### src/rtl/mc_ctrl_unit.sv
// Multi-cycle RV32 subset control unit.
// A single state register walks each instruction through
// IF -> ID -> EXE -> (MEM) -> WB. A wait counter bounds how long memory may
// stall, and a sticky fault register records an illegal opcode or a memory
// timeout. All datapath controls are decoded combinationally from the
// current state, the instruction register and mem_rdy.
module mc_ctrl_unit #(
    parameter int WAIT_MAX = 15
) (
    input  logic        clk,
    input  logic        clrn,
    input  logic [31:0] inst,
    input  logic        mem_rdy,
    output logic [2:0]  state,
    output logic        memrd,
    output logic        memwr,
    output logic        iord,
    output logic        irwr,
    output logic        pcwr,
    output logic        regwr,
    output logic        m2reg,
    output logic [1:0]  alui,
    output logic        alusrcb,
    output logic [3:0]  aluc,
    output logic        retire,
    output logic [1:0]  fault
);

    // Wait counter must be able to hold WAIT_MAX itself.
    localparam int CW = (WAIT_MAX < 1) ? 1 : $clog2(WAIT_MAX + 1);
    localparam logic [CW-1:0] WAIT_LIM = CW'(WAIT_MAX);

    // State encoding is architecturally visible on the state output.
    localparam logic [2:0] S_IDLE = 3'd0;
    localparam logic [2:0] S_IF   = 3'd1;
    localparam logic [2:0] S_ID   = 3'd2;
    localparam logic [2:0] S_EXE  = 3'd3;
    localparam logic [2:0] S_MEM  = 3'd4;
    localparam logic [2:0] S_WB   = 3'd5;
    localparam logic [2:0] S_HALT = 3'd6;

    // Instruction classes produced by the decoder.
    localparam logic [2:0] C_ILL = 3'd0;
    localparam logic [2:0] C_OPI = 3'd1;  // addi/xori/ori/andi
    localparam logic [2:0] C_SHF = 3'd2;  // slli/srli/srai
    localparam logic [2:0] C_R   = 3'd3;  // register-register ALU ops
    localparam logic [2:0] C_LW  = 3'd4;
    localparam logic [2:0] C_SW  = 3'd5;
    localparam logic [2:0] C_LUI = 3'd6;

    localparam logic [1:0] F_NONE    = 2'b00;
    localparam logic [1:0] F_ILLEGAL = 2'b01;
    localparam logic [1:0] F_TIMEOUT = 2'b10;

    // Classify an instruction word; anything outside the supported subset
    // is reported as illegal.
    function automatic logic [2:0] decode_class(input logic [31:0] ir);
        logic [6:0] opc;
        logic [2:0] f3;
        logic [6:0] f7;
        logic [2:0] cls;
        opc = ir[6:0];
        f3  = ir[14:12];
        f7  = ir[31:25];
        cls = C_ILL;
        case (opc)
            7'b0010011: begin
                case (f3)
                    3'b000, 3'b100, 3'b110, 3'b111: cls = C_OPI;
                    3'b001: begin
                        if (f7 == 7'b0000000) cls = C_SHF;
                        else                  cls = C_ILL;
                    end
                    3'b101: begin
                        if ((f7 == 7'b0000000) || (f7 == 7'b0100000)) cls = C_SHF;
                        else                                          cls = C_ILL;
                    end
                    default: cls = C_ILL;
                endcase
            end
            7'b0110011: begin
                if (f7 == 7'b0000000) begin
                    cls = C_R;
                end else if ((f7 == 7'b0100000) &&
                             ((f3 == 3'b000) || (f3 == 3'b101))) begin
                    cls = C_R;
                end else begin
                    cls = C_ILL;
                end
            end
            7'b0000011: begin
                if (f3 == 3'b010) cls = C_LW;
                else              cls = C_ILL;
            end
            7'b0100011: begin
                if (f3 == 3'b010) cls = C_SW;
                else              cls = C_ILL;
            end
            7'b0110111: cls = C_LUI;
            default:    cls = C_ILL;
        endcase
        return cls;
    endfunction

    // Build {alui, alusrcb, aluc} for a decoded instruction.
    function automatic logic [6:0] alu_ctrl(input logic [2:0] cls, input logic [31:0] ir);
        logic [2:0] f3;
        logic [6:0] ctl;
        f3 = ir[14:12];
        case (cls)
            C_OPI: ctl = {2'b00, 1'b1, 1'b0, f3};
            C_SHF: begin
                // srai is the only immediate op that needs the arithmetic bit.
                if ((f3 == 3'b101) && ir[30]) ctl = {2'b01, 1'b1, 4'b1101};
                else                          ctl = {2'b01, 1'b1, 1'b0, f3};
            end
            C_R:   ctl = {2'b00, 1'b0, ir[30], f3};
            C_LW:  ctl = {2'b00, 1'b1, 4'b0000};
            C_SW:  ctl = {2'b10, 1'b1, 4'b0000};
            C_LUI: ctl = {2'b11, 1'b1, 4'b1111};
            default: ctl = 7'b000_0000;
        endcase
        return ctl;
    endfunction

    logic [2:0]    state_q, state_d;
    logic [CW-1:0] cnt_q, cnt_d;
    logic [1:0]    fault_q, fault_d;
    logic [2:0]    cls_s;
    logic [6:0]    alu_s;
    logic          is_mem_op_s;
    logic          unused_inst_s;

    assign cls_s       = decode_class(inst);
    assign alu_s       = alu_ctrl(cls_s, inst);
    assign is_mem_op_s = (cls_s == C_LW) || (cls_s == C_SW);
    // Register-number fields are datapath concerns, not control.
    assign unused_inst_s = ^{inst[24:15], inst[11:7]};

    // Next-state, wait-counter and fault-capture logic.
    always_comb begin
        state_d = state_q;
        fault_d = fault_q;
        // Counter is zero on every transition, so it is clear on entry to IF/MEM.
        cnt_d   = {CW{1'b0}};
        case (state_q)
            S_IDLE: state_d = S_IF;
            S_IF: begin
                if (mem_rdy) begin
                    state_d = S_ID;
                end else if (cnt_q == WAIT_LIM) begin
                    state_d = S_HALT;
                    fault_d = F_TIMEOUT;
                end else begin
                    cnt_d = cnt_q + CW'(1);
                end
            end
            S_ID: begin
                if (cls_s == C_ILL) begin
                    state_d = S_HALT;
                    fault_d = F_ILLEGAL;
                end else begin
                    state_d = S_EXE;
                end
            end
            S_EXE: begin
                if (is_mem_op_s) state_d = S_MEM;
                else             state_d = S_WB;
            end
            S_MEM: begin
                if (mem_rdy) begin
                    if (cls_s == C_LW) state_d = S_WB;
                    else               state_d = S_IF;
                end else if (cnt_q == WAIT_LIM) begin
                    state_d = S_HALT;
                    fault_d = F_TIMEOUT;
                end else begin
                    cnt_d = cnt_q + CW'(1);
                end
            end
            S_WB:   state_d = S_IF;
            S_HALT: state_d = S_HALT;
            default: state_d = S_IDLE;
        endcase
    end

    // State, wait counter and sticky fault registers.
    always_ff @(posedge clk or negedge clrn) begin
        if (!clrn) begin
            state_q <= S_IDLE;
            cnt_q   <= {CW{1'b0}};
            fault_q <= F_NONE;
        end else begin
            state_q <= state_d;
            cnt_q   <= cnt_d;
            fault_q <= fault_d;
        end
    end

    // Control strobes decoded from the current state, instruction and mem_rdy.
    always_comb begin
        memrd   = 1'b0;
        memwr   = 1'b0;
        iord    = 1'b0;
        irwr    = 1'b0;
        pcwr    = 1'b0;
        regwr   = 1'b0;
        m2reg   = 1'b0;
        retire  = 1'b0;
        alui    = 2'b00;
        alusrcb = 1'b0;
        aluc    = 4'b0000;
        case (state_q)
            S_IF: begin
                memrd = 1'b1;
                irwr  = mem_rdy;
                pcwr  = mem_rdy;
            end
            S_ID, S_EXE: begin
                {alui, alusrcb, aluc} = alu_s;
            end
            S_MEM: begin
                {alui, alusrcb, aluc} = alu_s;
                iord   = 1'b1;
                memrd  = (cls_s == C_LW);
                memwr  = (cls_s == C_SW);
                retire = (cls_s == C_SW) && mem_rdy;
            end
            S_WB: begin
                {alui, alusrcb, aluc} = alu_s;
                regwr  = 1'b1;
                m2reg  = (cls_s == C_LW);
                retire = 1'b1;
            end
            default: begin
                memrd = 1'b0;
            end
        endcase
    end

    assign state = state_q;
    assign fault = fault_q;

endmodule
### config.mk
export PLATFORM = sky130hd
export DESIGN_NAME = mc_ctrl_unit
export DESIGN_NICKNAME = d
export VERILOG_FILES = /design/src/rtl/mc_ctrl_unit.sv
export SDC_FILE = /design/constraint.sdc
export NUM_CORES = 1
export LEC_CHECK = 0
export CAP_MARGIN = 20
export CORE_MARGIN = 2
export CORE_UTILIZATION = 36
export CTS_BUF_LIST = sky130_fd_sc_hd__clkbuf_2 sky130_fd_sc_hd__clkbuf_4 sky130_fd_sc_hd__clkbuf_8
export DETAILED_ROUTE_END_ITERATION = 8
export PLACE_DENSITY = 0.83
export SYNTH_ARGS = -nofsm -noshare
export SYNTH_HDL_FRONTEND = slang
export SYNTH_SLANG_ARGS = --single-unit
### constraint.sdc
create_clock -name clk -period 2.4 [get_ports clk]
set_clock_uncertainty 0.1 [all_clocks]
set_input_delay 0.48 -clock clk [delete_from_list [all_inputs] [get_ports clk]]
set_output_delay 0.48 -clock clk [all_outputs]
set_load 0.02 [all_outputs]
# Word level (Yosys, flattened, before mapping)

Cells that the tools add are included.

Reduce and logical (&&, ||, !) cells: 16
Mux-type cells: 34
Add/sub/neg operators: 1
Equal/unequal tests: 28

Operators with widths:

| operator            | number |
|---|---|
| $pmux 7 s6          | 1 |
| $eq 3x3->1 const B  | 10 |
| $eq 7x6->1 const B  | 4 |
| $mux 3              | 7 |
| $mux 4              | 5 |
| $pmux 3 s6          | 1 |
| $mux 2              | 8 |
| $eq 3x2->1 const B  | 5 |
| $pmux 3 s5          | 1 |
| $eq 3x1->1 const B  | 3 |
| $logic_not 3->1     | 3 |
| $reduce_or 4->1     | 2 |
| $eq 7x2->1 const B  | 1 |
| $eq 7x5->1 const B  | 1 |
| $logic_not 7->1     | 1 |
| $mux 1              | 7 |
| $pmux 2 s3          | 1 |
| $add 4x1->4 const B | 1 |
| $eq 4x4->1 const B  | 1 |
| $ne 2x2->1 const B  | 2 |
| $pmux 1 s2          | 2 |
| $pmux 2 s2          | 1 |
| $reduce_and 4->1    | 1 |
| $reduce_or 2->1     | 2 |
| other kinds (4)     | 8 |

Register bits: 9
Logic and storage cells: 82
Output and inout bits: 20

# Depth between registers and ports, before layout

Depth after elaboration: 10
Gate-level depth with buffers: 7

# Worst setup path after synthesis

Ideal clock, no wire load.

Path kind: input to output
Start point: input port inst[6]
End point: output port memrd
Stages: 5
Buffers on the path: 0
Arrival: 1.981 ns
Setup slack: -0.161 ns
Cell sequence: and4bb_1 -> or2b_4 -> or2_4 -> or3_1 -> a21oi_1

Longest elaborated chain between the ends: 4
Elaborated cells between the ends (all ways): 8
Classes of those cells: eq/ne (6); mux (2)

RTL lines:

| element                                  | RTL line | RTL |
|---|---|---|
| start, declared                          | 12       | `input logic [31:0] inst,` |
| $eq 7x6->1, or another cell as far along | 66       | `case (opc)` |
| $pmux 3 s5 (*)                           | 66       |  |
| $eq 3x3->1 (*)                           | 225      | `memrd = (cls_s == C_LW);` |
| $pmux 1 s2 (*)                           | 213      | `case (state_q)` |
| end, declared                            | 15       | `output logic memrd,` |

Mark *: on every way between the ends. The rest lies on a longest branch, timed or not.

# Worst setup path in the final report

Start point: input port inst[12]
End point: output port memrd

Longest elaborated chain between the ends: 8
Elaborated cells between the ends (all ways): 18
Classes of those cells: eq/ne (7); mux (7); reduce/logical (4)

RTL lines:

| element                                              | RTL line | RTL |
|---|---|---|
| $eq 3x3->1 / $logic_not 3->1 (equally long branches) | 68, 85   |  |
| $logic_or 1x1->1                                     | 85       | `((f3 == 3'b000) \|\| (f3 == 3'b101))) begin` |
| $logic_and 1x1->1                                    | 84       | `end else if ((f7 == 7'b0100000) &&` |
| $mux 2                                               | 84       |  |
| $mux 2                                               | 82       | `if (f7 == 7'b0000000) begin` |
| $pmux 3 s5 (*)                                       | 66       |  |
| $eq 3x3->1 (*)                                       | 225      |  |
| $pmux 1 s2 (*)                                       | 213      |  |

Marks and branches as above.

==> flow_metrics.env <==
export IMPL_crit_path_end_kind="output pin"
export IMPL_max_stage_delay_ns=0.54
export IMPL_multi_input_area_um2=618
export IMPL_final_cell_mix="buf_4, nor2_1, dfrtp_1, clkdlybuf4s50_1, dlygate4sd2_1"
export IMPL_first_global_vias=1039
export IMPL_synth_top_family_by_area="simple AND/OR/NAND/NOR gates"
export IMPL_syn_inst=96
export IMPL_drc=0
export IMPL_peakVddDrop_v=0.000484
export IMPL_grt_total_usage=0.215
export IMPL_hpwlAfterDp_mm=1.96
export IMPL_fillCellCount=150
export IMPL_gp_congestion=0.894
export IMPL_synth_mux_area_frac=0
export IMPL_min_delay_start="cnt_q[0]$_DFF_PN0_"
export IMPL_synthSimpleGateAreaFrac=0.373
export IMPL_wl_per_cell_um=13.4
export IMPL_synth_edf_count=0
export IMPL_pin_count=55
export IMPL_drt_iter0_markers=6
export IMPL_die_area_um2=2550
export IMPL_via_per_inst=5.27
export IMPL_r2r_end="fault[0]$_DFFE_PN0P_"
export IMPL_failed_checks="negative setup slack"
export IMPL_reg2reg_depth=5
export IMPL_synth_compound_area_frac=0.223
export IMPL_die_y_um=50.5
export IMPL_final_seq_area_um2=225
export IMPL_vias=1017
export IMPL_finalNetCount=204
export IMPL_max_cap_violations=0
export IMPL_routed_wl_mm=2.58
export IMPL_synth_warnings=0
export IMPL_worst_slew_pin_slew_ns=0.397
export IMPL_max_slew_margin=0.734
export IMPL_setup_viol=7
export IMPL_whs_path_depth=1
export IMPL_p_leak_uw=0.000681
export IMPL_synthToLayoutAreaGrowth_pct=91.2
export IMPL_worst_slack_ns=-0.142
export IMPL_synthAdderAreaFrac=0.0322
export IMPL_slew_viol_final=0
export IMPL_required_ns=1.82
export IMPL_path_clk_slew_ns=0.06
export IMPL_ant_nets=0
export IMPL_clock_sinks=9
export IMPL_grt_remaining_overflow=0
export IMPL_timing_final_crit_share=1.06
export IMPL_min_to="cnt_q[0]$_DFF_PN0_"
export IMPL_max_freq_mhz=393
export IMPL_numPortBuffers=39
export IMPL_syn_area_per_cell_um2=8.11
export IMPL_outcome="complete, but fails checks"
export IMPL_core_area_um2=2000
export IMPL_grt_antenna_before_repair=0
export IMPL_finish_utilization=0.743
export IMPL_start_kind="input pin"
export IMPL_cts_tree="yes"
export IMPL_period_minus_slack_ns=2.54
export IMPL_cp_slowest_cell="or4b_4"
export IMPL_holdWs_ns=0.379
export IMPL_drive_above_1_share=0.470
export IMPL_n_antenna_cell=0
export IMPL_synth_seq_cells=9
export IMPL_rr_startpoint="state[2]$_DFF_PN0_"
export IMPL_cp_cell_sequence="buf_6 > or4b_4 > or2_4 > or3_4 > a21oi_4 > buf_6"
export IMPL_power_uw=1010
export IMPL_hold_violations=0
export IMPL_rsz0062_at_grt="yes"
export IMPL_row_count=16
export IMPL_synthXorXnorAreaFrac=0.0338
export IMPL_clock_latency_ns=0.26
export IMPL_min_path_type="reg2reg"
export IMPL_path_max_fanout=3
export IMPL_htree_num_levels=1
export IMPL_cts_buffer_depth=2
export IMPL_cp_num_buf_inv=2
export IMPL_seq_area_frac_synth=0.289
export IMPL_cts_hold_buf=0
export IMPL_path_common_cell="buf_6"
export IMPL_synth_async_reset_ratio=1.00
export IMPL_start_util=0.389
export IMPL_syn_nets=133
export IMPL_layout_commonest_cell="buf_4"
export IMPL_r2r_slack_ns=0.62
export IMPL_worstPathArrival_ns=1.96
export IMPL_grt_pass1_wl_mm=4.30
export IMPL_ys_flop_type="dfrtp_1"
export IMPL_root_buffer="clkbuf_4"
export IMPL_numCtsBuffers=3
export IMPL_power_density_nw_per_um2=676
export IMPL_ys_types=42
export IMPL_die_w_um=50.5
export IMPL_grt_max_degree=12
export IMPL_synth_area_um2=778
export IMPL_cp_top_family="simple AND/OR/NAND/NOR gates"
export IMPL_dr_pass1_iters=4
export IMPL_criticalPathCategory="in2out"
==> per-stage QoR <==
stage / setup WS [ns] / cell area [um^2] / std cells / TNS [ns]
after floorplan: -0.0310 / 793 / 96 / -0.0310
after CTS: -0.240 / 1430 / 190 / -1.02
after global routing: -0.183 / 1490 / 193 / -1.06
after detailed placement: -0.970 / 1360 / 180 / -9.55
final: -0.142 / 1490 / 193 / -0.532
after global placement: -0.952 / 1360 / 180 / -9.13
==> cells in the mapped netlist (2+ instances only) <==
library cell,count,area (um^2)
a21oi_1,10,50.1
nor3_1,3,15.0
ha_1,2,25.0
nor2_1,11,41.3
nand2b_1,3,18.8
clkbuf_1,3,11.3
inv_1,5,18.8
xor2_1,2,17.5
nand2_1,3,11.3
o21ai_0,2,10.0
dfrtp_1,9,225
o31ai_1,2,15.0
a311oi_1,2,17.5
nand3_1,3,15.0
or3_1,2,12.5
and3_1,4,25.0
nor2b_1,3,18.8
a31oi_1,2,12.5
nand4b_1,2,17.5
==> per-layer routing <==
metal	up-vias	wire (um)	GRT usage
met5	-	0	0
met4	0	0	0.0270
met3	0	177	0.0565
met2	45	1350	0.408
met1	472	1050	0.244
li1	500	-	-
==> state kept, by name, summed over array words and instances, names as in the netlist <==
signal and flops:
state 3, cnt_q 4, fault 2
==> power breakdown <==
| group | leakage [uW] | internal [uW] | switching [uW] |
|---|---|---|---|
| logic | 0.000549 | 319 | 362 |
| clock network | 0.0000177 | 61.4 | 52.0 |
| registers | 0.000114 | 187 | 24.3 |
| total | 0.000681 | 567 | 438 |
==> layout make-up <==
type,instances,area share
multi-input cells,78,0.415
repair buffers,70,0.379
flip-flops and latches,9,0.151
well taps,27,0.0227
clock buffers,3,0.0151
inverters,5,0.0126
clock inverters,1,0.00336
==> how the worst max path moves through the flow <==
stage          startpoint       to  cells past startpoint
2_1_floorplan     inst[6]    memrd                      5
3_3_place_gp     inst[14]    memrd                      6
3_5_place_dp     inst[14]    memrd                      6
4_1_cts           inst[4]    memrd                      6
5_1_grt          inst[27]  aluc[2]                      8
6_report         inst[12]    memrd                      6
==> repair_timing <==
item	CTS	global route
resized for setup	103	16
pin swaps	17	10
endpoints found under the setup margin	13	11
setup buffers	6	3
==> logic make-up after synthesis <==
logic type | count (synthesis)
flops | 9
compound gates | 26
simple gates | 47
buf+inv | 9
xor+xnor | 3
fa+ha+maj | 2
Note: power is estimated with default switching activity, not from simulation.
